[src/rtl/udm_uart_rx.sv]
// 8N1 UART receiver (optional even parity via UDM_RX_PARITY_EN), two-flop input synchronizer,
// mid-bit sampling from a 16-bit bit-timing counter; good bytes leave with a one-cycle done tick.
module udm_uart_rx #(
    parameter int BAUD_DIVIDER = 87
) (
    input  logic       clk_i,
    input  logic       reset_i,
    input  logic       rx_i,
    output logic       rx_done_tick_o,
    output logic [7:0] rx_dout_bo,
    output logic       frame_err_o,
    output logic       rx_busy_o
);

    localparam logic [15:0] HALF_M1 = 16'(BAUD_DIVIDER / 2 - 1);
    localparam logic [15:0] FULL_M1 = 16'(BAUD_DIVIDER - 1);

`ifdef UDM_RX_PARITY_EN
    typedef enum logic [2:0] {IDLE, START, DATA, PARITY, STOP, BREAK} state_t;
`else
    typedef enum logic [2:0] {IDLE, START, DATA, STOP, BREAK} state_t;
`endif

    state_t      state_q, state_d;
    logic        rx_meta_q, rx_s_q;
    logic [15:0] tcnt_q, tcnt_d;
    logic [2:0]  bcnt_q, bcnt_d;
    logic [7:0]  sh_q, sh_d;
    logic [7:0]  dout_q, dout_d;
    logic        tick_q, tick_d;
    logic        ferr_q, ferr_d;
    logic        frame_ok;

`ifdef UDM_RX_PARITY_EN
    logic        perr_q, perr_d;

    always_ff @(posedge clk_i or posedge reset_i) begin
        if (reset_i) perr_q <= 1'b0;
        else         perr_q <= perr_d;
    end

    // A parity failure already raised the error; the stop bit must stay silent.
    assign frame_ok = ~perr_q;
`else
    assign frame_ok = 1'b1;
`endif

    always_ff @(posedge clk_i or posedge reset_i) begin
        if (reset_i) begin
            rx_meta_q <= 1'b1;
            rx_s_q    <= 1'b1;
            state_q   <= IDLE;
            tcnt_q    <= 16'd0;
            bcnt_q    <= 3'd0;
            sh_q      <= 8'h00;
            dout_q    <= 8'h00;
            tick_q    <= 1'b0;
            ferr_q    <= 1'b0;
        end else begin
            rx_meta_q <= rx_i;
            rx_s_q    <= rx_meta_q;
            state_q   <= state_d;
            tcnt_q    <= tcnt_d;
            bcnt_q    <= bcnt_d;
            sh_q      <= sh_d;
            dout_q    <= dout_d;
            tick_q    <= tick_d;
            ferr_q    <= ferr_d;
        end
    end

    always_comb begin
        state_d = state_q;
        tcnt_d  = 16'(tcnt_q + 16'd1);
        bcnt_d  = bcnt_q;
        sh_d    = sh_q;
        dout_d  = dout_q;
        tick_d  = 1'b0;
        ferr_d  = 1'b0;
`ifdef UDM_RX_PARITY_EN
        perr_d  = perr_q;
`endif
        case (state_q)
            IDLE: begin
                tcnt_d = 16'd0;
`ifdef UDM_RX_PARITY_EN
                perr_d = 1'b0;
`endif
                if (!rx_s_q) state_d = START;
            end
            START: begin
                if (tcnt_q == HALF_M1) begin
                    tcnt_d  = 16'd0;
                    bcnt_d  = 3'd0;
                    state_d = rx_s_q ? IDLE : DATA;
                end
            end
            DATA: begin
                if (tcnt_q == FULL_M1) begin
                    tcnt_d = 16'd0;
                    sh_d   = {rx_s_q, sh_q[7:1]};
                    if (bcnt_q == 3'd7) begin
`ifdef UDM_RX_PARITY_EN
                        state_d = PARITY;
`else
                        state_d = STOP;
`endif
                    end else begin
                        bcnt_d = bcnt_q + 3'd1;
                    end
                end
            end
`ifdef UDM_RX_PARITY_EN
            PARITY: begin
                if (tcnt_q == FULL_M1) begin
                    tcnt_d  = 16'd0;
                    state_d = STOP;
                    if ((^sh_q) ^ rx_s_q) begin
                        ferr_d = 1'b1;
                        perr_d = 1'b1;
                    end
                end
            end
`endif
            STOP: begin
                // Leaving at mid stop bit gives half a bit of margin for the next start edge.
                if (tcnt_q == FULL_M1) begin
                    tcnt_d = 16'd0;
                    if (rx_s_q) begin
                        state_d = IDLE;
                        if (frame_ok) begin
                            dout_d = sh_q;
                            tick_d = 1'b1;
                        end
                    end else begin
                        state_d = BREAK;
                        if (frame_ok) ferr_d = 1'b1;
                    end
                end
            end
            BREAK: begin
                tcnt_d = 16'd0;
                if (rx_s_q) state_d = IDLE;
            end
            default: begin
                tcnt_d  = 16'd0;
                state_d = IDLE;
            end
        endcase
    end

    assign rx_done_tick_o = tick_q;
    assign rx_dout_bo     = dout_q;
    assign frame_err_o    = ferr_q;
    assign rx_busy_o      = (state_q != IDLE);

endmodule

[config.mk]
export PLATFORM = sky130hd
export DESIGN_NAME = udm_uart_rx
export DESIGN_NICKNAME = d
export VERILOG_FILES = /design/src/rtl/udm_uart_rx.sv
export SDC_FILE = /design/constraint.sdc
export NUM_CORES = 1
export LEC_CHECK = 0
export CAP_MARGIN = 20
export CORE_ASPECT_RATIO = 0.7
export CORE_UTILIZATION = 30
export CTS_CLUSTER_DIAMETER = 60
export DETAILED_ROUTE_END_ITERATION = 8
export PLACE_DENSITY = 0.53
export SLEW_MARGIN = 20
export SYNTH_ARGS = -nofsm -noshare
export SYNTH_HDL_FRONTEND = slang
export SYNTH_SLANG_ARGS = --single-unit
[constraint.sdc]
create_clock -name clk_i -period 3.3 [get_ports clk_i]
set_input_delay 0.66 -clock clk_i [delete_from_list [all_inputs] [get_ports clk_i]]
set_output_delay 0.66 -clock clk_i [all_outputs]
set_load 0.03 [all_outputs]
==> impl_summary.md, run 1 <==
Status
The flow ran to the end, and the final reports show no timing, DRC or antenna violations.

Logic synthesis
The synthesized area divided by synthesized cell count is 11.8 µm². After synthesis, the cell types taking the most area are dfrtp_1, mux2_2, xor2_1. The net count of the mapped netlist is 175. The count of synthesis-stage warnings from yosys is 0. The commonest cells after synthesis are dfrtp_1, nor2_1, mux2_2. In the synthesized netlist the async set-or-reset flop fraction comes to 1.00. The number of enable-type register cells in the synthesized netlist is 0. The cell with the most instances after synthesis is dfrtp_1.

The predominant post-synthesis flop cell is dfrtp_1. In this run, distinct cell masters in the synthesized netlist total 40. The largest area contributor in the synthesized netlist is dfrtp_1. Synthesis produced 168 cells. Of the post-synthesis cell area, the dominant cell type holds 0.503. Synthesis inferred 42 register bits. The proportion of synthesized chip area in sequential cells is 0.529. In this run the cell area of the synthesized design comes to 0.00199 mm².

Die
In this run the standard cell core region covers 0.00631 mm². The full die area is 0.00697 mm². The count of standard-cell rows is 24.

The width of the die is 99.4 µm. The initial standard-cell utilization of the core is 0.316. From bottom edge to top edge, the die measures 70.2 µm. Pin placement for this block handled 14 I/O pins.

Clock tree
The master cell of the clock root buffer is clkbuf_8. TritonCTS built the clock tree. The clock sink count is 42. Buffers inserted to repair hold after CTS numbered 0. The clock reaches the later pin of the worst-skew pair after 0.29 ns. After clock tree synthesis, the clock-pin slew on the worst setup and hold paths is 0.08 ns.

TritonCTS created 5 clock buffers. The maximum level of the CTS H-tree is 2. The longest clock path from root to sink contains 2 buffers.

Post-CTS repair changed the size of 0 cells. The number of buffers inserted by post-CTS setup repair is 0.

Timing
Setup violations remaining at the end of the flow were counted as 0. Of the available clock period, the critical path in the final layout requires 0.750. The routed design could run at a clock period as short as 2.48 ns. The worst clock skew is 0.00679 ns. The timing-limited maximum frequency is 404 MHz. The number of failing hold endpoints at the final stage is 0.

The max-slew violation count is 0. Setup repair after global routing left no endpoint under its margin. The setup total negative slack is 0 ns.

The worst-case headroom to the max-slew limit is 0.642. At the pin with the least slew margin, the transition time is 0.537 ns.

GRT
The remaining global-route overflow is 0. For this run, the total global-route usage over all layers was measured as 0.116. For this run, global-route usage on met2 was measured as 0.140.

For met3 alone, demand over resource in global routing was 0.0360. The pin count of the biggest net entering global routing is 32. The number of antenna violations at the first check in global routing is 0. The number of global-route vias before repair was 1248. The layer with the highest usage is met1.

For met1 alone, demand over resource in global routing was 0.187. The global-route wire length before repair is 6.18 mm.

Detailed routing
In this run the remaining antenna-violating nets after routing total 0. In the routed design, unresolved DRC markers number 0. Before antenna repair, the detailed router went through 4 iterations. The number of DRC markers in iteration 0 is 71. The total via count after detailed routing is 1277. The per-cell via count in the routed design is 4.84. In the final routed layout, each cell accounts on average for 13.5 µm. The aggregate routed wire length is 3.57 mm.

Place
Counting tap cells, the placed design contains a total of 256 instances. The count of buffers from port buffering is 13. Routability-driven placement finished with a final weighted congestion of 0.705. The total half-perimeter wirelength after legalization and detailed placement is 2.57 mm.

Worst setup path
Setup slack on the worst reg-to-reg path comes out at 1.21 ns. The type of the worst setup path is reg2out. The maximum fanout along the worst path is 11.

The worst endpoint required time is 2.64 ns. The startpoint identified for the worst register-to-register timing path is tcnt_q[7]. In this run the worst setup path begins at state_q[0].

The endpoint identified for the worst register-to-register timing path is rx_dout_bo[3]. The worst setup path is captured at an output pin. The arrival time at the worst endpoint is 1.82 ns. The worst register-to-register path has a depth of 4.

STA classifies the critical path startpoint as a register.

Finish
The number of nets at the end of the flow is 192. Across the whole layout, storage elements account for 0.00105 mm². From synthesis to final layout, the design area changed by 16.6%. The ratio of cells with drive above 1 in the final layout is 0.188.

The multi-input combinational cells in the finished layout cover a total of 885 µm². After filler insertion, the fill cell instance count of the layout stands at 627. The number of antenna diodes in the final layout is 0. The finished layout holds 264 standard cells, fillers aside.

Worst hold path
The startpoint identified for the worst hold timing path is rx_meta_q. The worst hold path passes through 0 cells. The path class of the tightest hold or removal check is reg2reg.

The destination of the worst hold path is rx_s_q.

Pwr
Power spread over the standard cell area amounts to 432 mW/mm². The worst-case vdd ir drop is 224 µV. For this design the static power due to leakage is 1.07 nW.

Run
The max capacitance violation total is 0.
worst max path at each step:
stage / to / slack, ns
after floorplan: rx_dout_bo[2] / 1.44
after global placement: rx_busy_o / 1.15
after detailed placement: rx_busy_o / 1.15
after CTS: rx_busy_o / 0.82
after global routing: rx_busy_o / 0.77
final: rx_busy_o / 0.82
layout make-up:
cell class / instances / share of cell area
well taps: 78 / 0.0420
multi-input cells: 113 / 0.381
flip-flops and latches: 42 / 0.454
repair buffers: 15 / 0.0625
clock buffers: 5 / 0.0296
inverters: 8 / 0.0135
clock inverters: 3 / 0.0173
logic make-up after synthesis:
kind of cell / Yosys count / share of synthesized area
AOI/OAI and AO/OA: 19 / 0.0622
xor gates and xnor gates: 10 / 0.0440
adders and majority gates: 4 / 0.0251
buffers and inverters: 13 / 0.0264
DFF: 42 / 0.529
muxes: 19 / 0.106
and+or+nand+nor: 61 / 0.207
flip-flops by register name (all words and copies together) (netlist names):
signal,count
state_q,3
rx_dout_bo,8
bcnt_q,3
rx_s_q,1
rx_done_tick_o,1
rx_meta_q,1
frame_err_o,1
sh_q,8
tcnt_q,16
worst max-delay path, cell delays in order (launching register included):
cell and delay [ns]:
dfrtp_1 0.51, or3_1 0.42, clkdlybuf4s50_1 0.60
layout by cell type (no fill, tap or decap), types with 2 or more instances in the layout:
master,netlist,layout
ha_1,4,4
nand2_1,6,6
mux2i_1,3,3
o21ai_0,7,7
nor3_1,2,2
nor2_1,16,16
nor4_4,2,2
mux2_1,3,3
xnor2_1,2,2
nand3_1,7,7
nor3_4,2,2
clkdlybuf4s50_1,0,13
inv_1,8,7
nor3b_1,2,2
buf_4,0,2
dfrtp_1,40,40
clkinv_2,0,3
dfstp_2,2,2
xor2_1,8,8
clkbuf_8,0,5
nand4_1,5,5
or3_1,5,5
mux2_2,13,13
a21oi_1,6,6
and3_1,3,3
report_power, final:
group | switching, W | leakage, nW | internal [W]
Clock | 0.000176 | 0.0579 | 0.000223
Combinational | 0.0000392 | 0.442 | 0.0000220
Sequential | 0.0000170 | 0.572 | 0.000525
routing by layer:
layer,vias up,part of all wire
met5,-,0
met1,619,0.60
met3,5,0.027
met4,0,0.012
met2,15,0.36
li1,638,-
per-stage QoR:
stage	cell area, µm²	util	worst slack, ns	total power [W]	hold slack (ns)
2_1_floorplan	1990	-	1.44	0.000593	0.345
3_3_place_gp	2210	0.351	1.15	0.000613	0.346
3_5_place_dp	2210	0.351	1.15	0.000613	0.348
4_1_cts	2320	0.368	0.818	0.00102	0.360
5_1_grt	2320	0.368	0.768	0.00105	0.363
6_report	2320	0.368	0.824	0.00100	0.359
(Power assumes the default switching activity.)
==> run 2, diff against run 1 <==
Settings changed: PLACE_DENSITY 0.53 to 0.55.
Clock period 3.3 ns to 2.02 ns, I/O delays scaled along.
==> impl_summary.md, run 2 (synthesized netlist as in run 1, its figures left out) <==
Clock tree
The master cell of the clock root buffer is clkbuf_8. TritonCTS built the clock tree. The number of buffers created by CTS is 5 (unchanged). The maximum level of the CTS H-tree is 2 (unchanged).

The maximum buffer depth of the clock tree came to 2 (unchanged). The clock latency of the later-clocked register in the worst-skew pair is 0.30 ns (about the same). The number of hold-repair buffers added at the cts stage was 0 (unchanged). The clock edge transition at the registers on the reported setup and hold paths is 0.09 ns (about the same). The clock sink count is 42 (unchanged).

Finish
The number of nets at the end of the flow is 203 (+5.7%). The antenna cell count is 0 (unchanged). The library cells used most frequently in the layout, excluding fill and tap cells, are dfrtp_1, nor2_1, mux2_2, clkdlybuf4s50_1, buf_4. The ratio of cells with drive above 1 in the final layout is 0.228 (+0.0403).

The flip-flop count of the largest register after layout is 16 (unchanged). Compared with the post-synthesis result, the final layout area differs by 21.1%. The number of fillers in the final layout was 627 (unchanged). The post-route core utilization is 0.382 (+0.0143). Leaving out fill and tap cells, the most frequent cell in the layout is dfrtp_1.

The register with the most flip-flops in the final layout is tcnt_q.

GRT
The pin count of the biggest net entering global routing came to 22 (-31%). The number of global-route vias before repair came to 1271 (+1.8%). The total routing usage reported by global routing was 0.121 (+0.00458). The remaining global-route overflow is 0 (unchanged).

The global-route wire length before repair was 6.43 mm (+4.1%). The number of antenna violations at the first check in global routing is 0 (unchanged).

Pwr
The static leakage is 1.12 nW (+4.4%). The power density relative to cell area was 650 mW/mm² (+51%). The worst-case vdd ir drop is 242 µV (+8.3%).

Worst setup path
The register-to-register setup slack is 0.11 ns (-1.10 ns). The dominant delay contributor by cell family on the critical path is simple AND/OR/NAND/NOR gates. The most critical setup path has its startpoint at tcnt_q[8]. The worst endpoint required time came to 2.19 ns (-0.45 ns). The arrival time at the worst endpoint came to 2.08 ns (+0.26 ns). The kind of end point of the critical path is a register. The worst register-to-register path ends at bcnt_q[2]. The number of cells on the critical path is 4 (+2). The depth of the worst register-to-register path is 4 (unchanged). The type of the worst setup path is reg2reg.

The total buffers and inverters traversed by the critical path is 0 (-1). Following the worst setup path forward leads to its endpoint at bcnt_q[2]. The signal on the critical path passes through nor4_4 > nand4_2 > or4b_1 > mux2i_1. The worst stage delay on the critical path is 0.60 ns (about the same). The worst register-to-register path begins at tcnt_q[8]. The maximum fanout along the worst path is 4 (-7). The cell with the biggest individual delay on the critical path is or4b_1.

STA classifies the critical path startpoint as a register.

Timing
The final setup violation count is 0 (unchanged). The number of failing hold endpoints at the final stage is 0 (unchanged). The pin slew with the least headroom to its limit was 0.394 ns (-0.143 ns).

Of the available clock period, the critical path in the final layout requires 0.947. The worst-case headroom to the max-slew limit is 0.736 (+0.0947). The setup total negative slack came to 0 ns (unchanged).

Setup repair after global routing left no endpoint under its margin. The worst clock skew is 0.0115 ns (+0.00466 ns). The max-slew violation count is 0 (unchanged). The setup slack after layout was 0.107 ns (-0.718 ns).

The timing-limited maximum frequency is 523 MHz. Subtracting the final worst setup slack from the clock period gives 1.91 ns.

Status
The run finished with clean final reports.

Detailed routing
The aggregate routed wire length is 3.70 mm (+3.7%). The remaining antenna violation count after routing came to 0 (unchanged). The detailed-route wire length per cell came to 13.4 µm (-0.45%).

The total via count after detailed routing was 1333 (+4.4%). The number of DRC violations after detailed routing came to 0 (unchanged). The per-cell via count in the routed design is 4.85 (+0.21%).

The number of iterations in the first detailed-routing pass was 4 (unchanged). The number of DRC markers in iteration 0 is 68 (-4.2%).

Die
The count of standard-cell rows was 24 (unchanged). The full die area is 0.00697 mm² (unchanged). The width of the die is 99.4 µm (unchanged). The total I/O pin count was 14 (unchanged). The area of the core is 0.00631 mm² (unchanged).

The initial standard-cell utilization of the core is 0.316 (unchanged). The vertical die dimension is 70.2 µm (unchanged).

Place
The count of buffers from port buffering is 13 (unchanged). The pre-CTS worst setup slack was 0.0972 ns (-1.05 ns). The weighted congestion at the end of routability-driven global placement is 0.772 (+9.4%). The total half-perimeter wirelength after legalization and detailed placement is 2.66 mm (+3.4%).

Worst hold path
The worst hold path belongs to the class reg2reg.

Run
The max capacitance violation total is 0 (unchanged).
run 2: changes by cell type in the layout (fill, tap and decap cells not counted):
cell             previous run  this run
buf_12                      0         2
buf_4                       2        11
bufinv_16                   1         0
clkdlybuf4s50_1            13        12
clkinv_2                    3         0
clkinv_4                    0         1
clkinvlp_4                  0         1
dlygate4sd2_1               0         1
inv_1                       7         8
inv_6                       0         1
run 2: worst register-to-register path: cells and delay by family (launching register included):
| kind | cells | cell delay, ns |
|---|---|---|
| flops | 1 | 0.44 |
| simple gates | 3 | 1.17 |
| mux | 1 | 0.17 |
run 2: power breakdown:
group          switching (W)  internal (W)  total (W)
logic              0.0000787     0.0000499   0.000129
registers          0.0000145      0.000857   0.000872
clock network       0.000317      0.000250   0.000567
run 2: final cells by class:
class                           instances  area (µm²)  share of cell area
Tap cell                               78        97.6              0.0405
Clock buffer                            5        68.8              0.0285
Multi-Input combinational cell        113         885               0.367
Sequential cell                        42        1050               0.437
Clock inverter                          3        25.0              0.0104
Inverter                                8        30.0              0.0125
Timing Repair Buffer                   26         251               0.104
run 2: metrics by stage:
stage / total power (W) / std cells / hold WS [ns] / cell area, µm²
2_1_floorplan: 0.000968 / 168 / 0.345 / 1990
3_3_place_gp: 0.00102 / 266 / 0.347 / 2310
3_5_place_dp: 0.00102 / 266 / 0.347 / 2310
4_1_cts: 0.00159 / 274 / 0.359 / 2400
5_1_grt: 0.00165 / 275 / 0.364 / 2410
6_report: 0.00157 / 275 / 0.360 / 2410
run 2: timing repair:
action / 4_1_cts / 5_1_grt
pin swaps: 0 / 1
hold endpoints to repair: 0 / 0
resized for setup: 1 / 0
setup buffers: 0 / 1
endpoints found under the setup margin: 1 / 6
run 2: metal layers:
metal,up-vias,global-route usage,wire [µm]
li1,659,-,-
met2,14,0.147,1430
met5,-,0,0
met4,0,0.0392,31
met3,2,0.0300,89
met1,658,0.198,2150
run 2: worst min-delay path by stage:
stage	from	to	slack, ns	cells past startpoint
floorplan	rx_meta_q	rx_s_q	0.35	0
global placement	rx_meta_q	rx_s_q	0.35	0
detailed placement	rx_meta_q	rx_s_q	0.35	0
CTS	rx_meta_q	rx_s_q	0.36	0
global route	rx_meta_q	rx_s_q	0.36	0
finish	rx_meta_q	rx_s_q	0.36	0
==> run 3, diff against run 2 <==
Settings changed: CORE_UTILIZATION 30 to 52, PLACE_DENSITY 0.55 to 0.82.
==> impl_summary.md, run 3 (synthesized netlist as in run 1, its figures left out) <==
Pwr
The static leakage is 1.12 nW (+0.34%). The overall power is 0.00156 W (-0.52%). The worst-case vdd ir drop is 570 µV (+140%). The power density relative to cell area is 655 mW/mm² (+0.78%).

GRT
The total routing usage reported by global routing is 0.204 (+0.0832). The remaining global-route overflow is 0 (unchanged). The number of antenna violations at the first check in global routing is 0 (unchanged). The pin count of the biggest net entering global routing was 42 (+91%).

The number of global-route vias before repair is 1311 (+3.1%). The global-route wire length before repair is 6.22 mm (-3.2%).

Timing
The final setup violation count is 0 (unchanged). The pin slew with the least headroom to its limit was 0.498 ns (+0.104 ns). The timing-limited maximum frequency is 512 MHz (-2.1%). The portion of the clock cycle consumed by the worst path in the final layout is 0.967 (+0.0200). The setup total negative slack came to 0 ns (unchanged).

The number of failing hold endpoints at the final stage is 0 (unchanged). The worst clock skew is 0.00723 ns (-0.00422 ns). The max-slew violation count was 0 (unchanged). The worst-case headroom to the max-slew limit is 0.668 (-0.0684). The shortest clock period the worst path allows after layout is 1.95 ns (+0.0403 ns).

Worst setup path
The type of the worst setup path is reg2reg. The critical path goes through nor4_4 > nand4_4 > nor3_4 > buf_4 > mux2_2. STA classifies the critical path endpoint as a register. The origin of the worst setup path is tcnt_q[10]. The worst endpoint required time is 2.21 ns (+0.02 ns). The startpoint type of the worst setup path is a register. The depth of the worst register-to-register path is 5 (+1). The maximum fanout along the worst path came to 5 (+1). In this run the critical register-to-register path is launched from tcnt_q[10].

The worst stage delay on the critical path is 0.47 ns (-0.13 ns). The kind of cell with the highest combined delay along the critical path is simple AND/OR/NAND/NOR gates. The number of cells on the critical path is 5 (+1).

The total buffers and inverters traversed by the critical path is 1 (+1). The cell with the biggest individual delay on the critical path is dfrtp_1. The arrival time at the worst endpoint is 2.14 ns (+0.06 ns).

Finish
The commonest non-fill, non-tap cell in the layout is dfrtp_1. Relative to the synthesized area, the layout overhead comes to 19.5%. Leaving out fill and tap cells, the most frequent cells in the layout are dfrtp_1, nor2_1, mux2_2, clkdlybuf4s50_1, buf_4. The post-route core utilization is 0.665 (+0.282). The ratio of cells with drive above 1 in the final layout is 0.234 (+0.00508). The flip-flop count of the largest register after layout is 16 (unchanged). The number of nets at the end of the flow was 203 (unchanged). The antenna cell count is 0 (unchanged). The post-route cell area came to 0.00238 mm² (-1.3%). tcnt_q holds more flip-flops than any other register. The number of fillers in the final layout was 254 (-59%).

Place
The post-place instance area is 0.00224 mm² (-3.0%). The total half-perimeter wirelength after legalization and detailed placement is 2.77 mm (+4.2%). The count of buffers from port buffering is 13 (unchanged). The weighted congestion at the end of routability-driven global placement came to 0.827 (+7.1%).

Detailed routing
The detailed-route wire length per cell was 15.8 µm (+17%). The number of iterations in the first detailed-routing pass is 4 (unchanged). The total via count after detailed routing is 1385 (+3.9%).

The number of DRC violations after detailed routing is 0 (unchanged). The number of DRC markers in iteration 0 is 98 (+44%). The per-cell via count in the routed design is 5.61 (+16%). The remaining antenna violation count after routing came to 0 (unchanged).

The aggregate routed wire length is 3.90 mm (+5.5%).

Die
The area of the core is 0.00358 mm² (-43%). The full die area is 0.00408 mm² (-41%). The count of standard-cell rows is 18 (-25%). The initial standard-cell utilization of the core is 0.556 (+0.240).

The vertical die dimension is 53.8 µm (-23%). The width of the die is 76.0 µm (-24%). The total I/O pin count is 14 (unchanged).

Worst hold path
The origin of the worst min-delay path is rx_meta_q. The kind of path behind the tightest hold check is reg2reg. The number of cells on the worst hold path came to 0 (unchanged).

Run
The max capacitance violation total is 0 (unchanged).

Clock tree
The maximum level of the CTS H-tree is 2 (unchanged). The number of buffers created by CTS came to 5 (unchanged). CTS placed an instance of clkbuf_8 at the clock tree root. The clock latency of the later-clocked register in the worst-skew pair is 0.30 ns (about the same). The maximum buffer depth of the clock tree is 2 (unchanged). The clock edge transition at the registers on the reported setup and hold paths was 0.09 ns (about the same). The clock sink count came to 42 (unchanged). The number of hold-repair buffers added at the cts stage is 0 (unchanged). The CTS tree is yes.

Status
The flow ran to the end, and the final reports show no timing, DRC or antenna violations.
-- run 3: cell count changes in the layout (fill, tap and decap cells not counted) --
cell	previous run	this run
or4b_1	1	0
or4b_4	0	1
-- run 3: where the power goes --
part	total, W	internal [W]	switching (W)
clock	0.000561	0.000249	0.000311
sequential	0.000874	0.000857	0.0000166
combinational	0.000124	0.0000462	0.0000783
-- run 3: routing by layer --
| layer | vias to the layer above | global-route usage | share of wire |
|---|---|---|---|
| met5 | - | 0 | 0 |
| met4 | 0 | 0.0833 | 0.0038 |
| met2 | 41 | 0.329 | 0.48 |
| li1 | 661 | - | - |
| met3 | 2 | 0.0475 | 0.064 |
| met1 | 681 | 0.272 | 0.45 |
-- run 3: worst paths after layout --
check	slack, ns	end
min	0.36	rx_s_q
max reg2reg	0.07	sh_q[6]
max	0.07	sh_q[6]
max in group asynchronous	1.09	rx_s_q
min in group asynchronous	0.42	rx_meta_q
min reg2reg	0.36	rx_s_q
-- run 3: timing repair --
item | 4_1_cts | 5_1_grt
endpoints found under the setup margin | 1 | 19
setup buffers | 0 | 4
gates resized for setup | 1 | 1
pin swaps | 0 | 3
-- run 3: layout make-up --
class	instances	area (µm²)	area share
Tap cell	50	62.6	0.0263
Sequential cell	42	1050	0.443
Clock inverter	3	25.0	0.0105
Inverter	8	30.0	0.0126
Clock buffer	5	68.8	0.0289
Timing Repair Buffer	26	251	0.106
Multi-Input combinational cell	113	888	0.373
-- run 3: through the flow --
stage	instances	hold slack [ns]	setup slack, ns
2_1_floorplan	168	0.345	0.156
3_3_place_gp	235	0.347	0.130
3_5_place_dp	235	0.349	0.0239
4_1_cts	243	0.362	0.00928
5_1_grt	247	0.368	-0.0280
6_report	247	0.360	0.0662
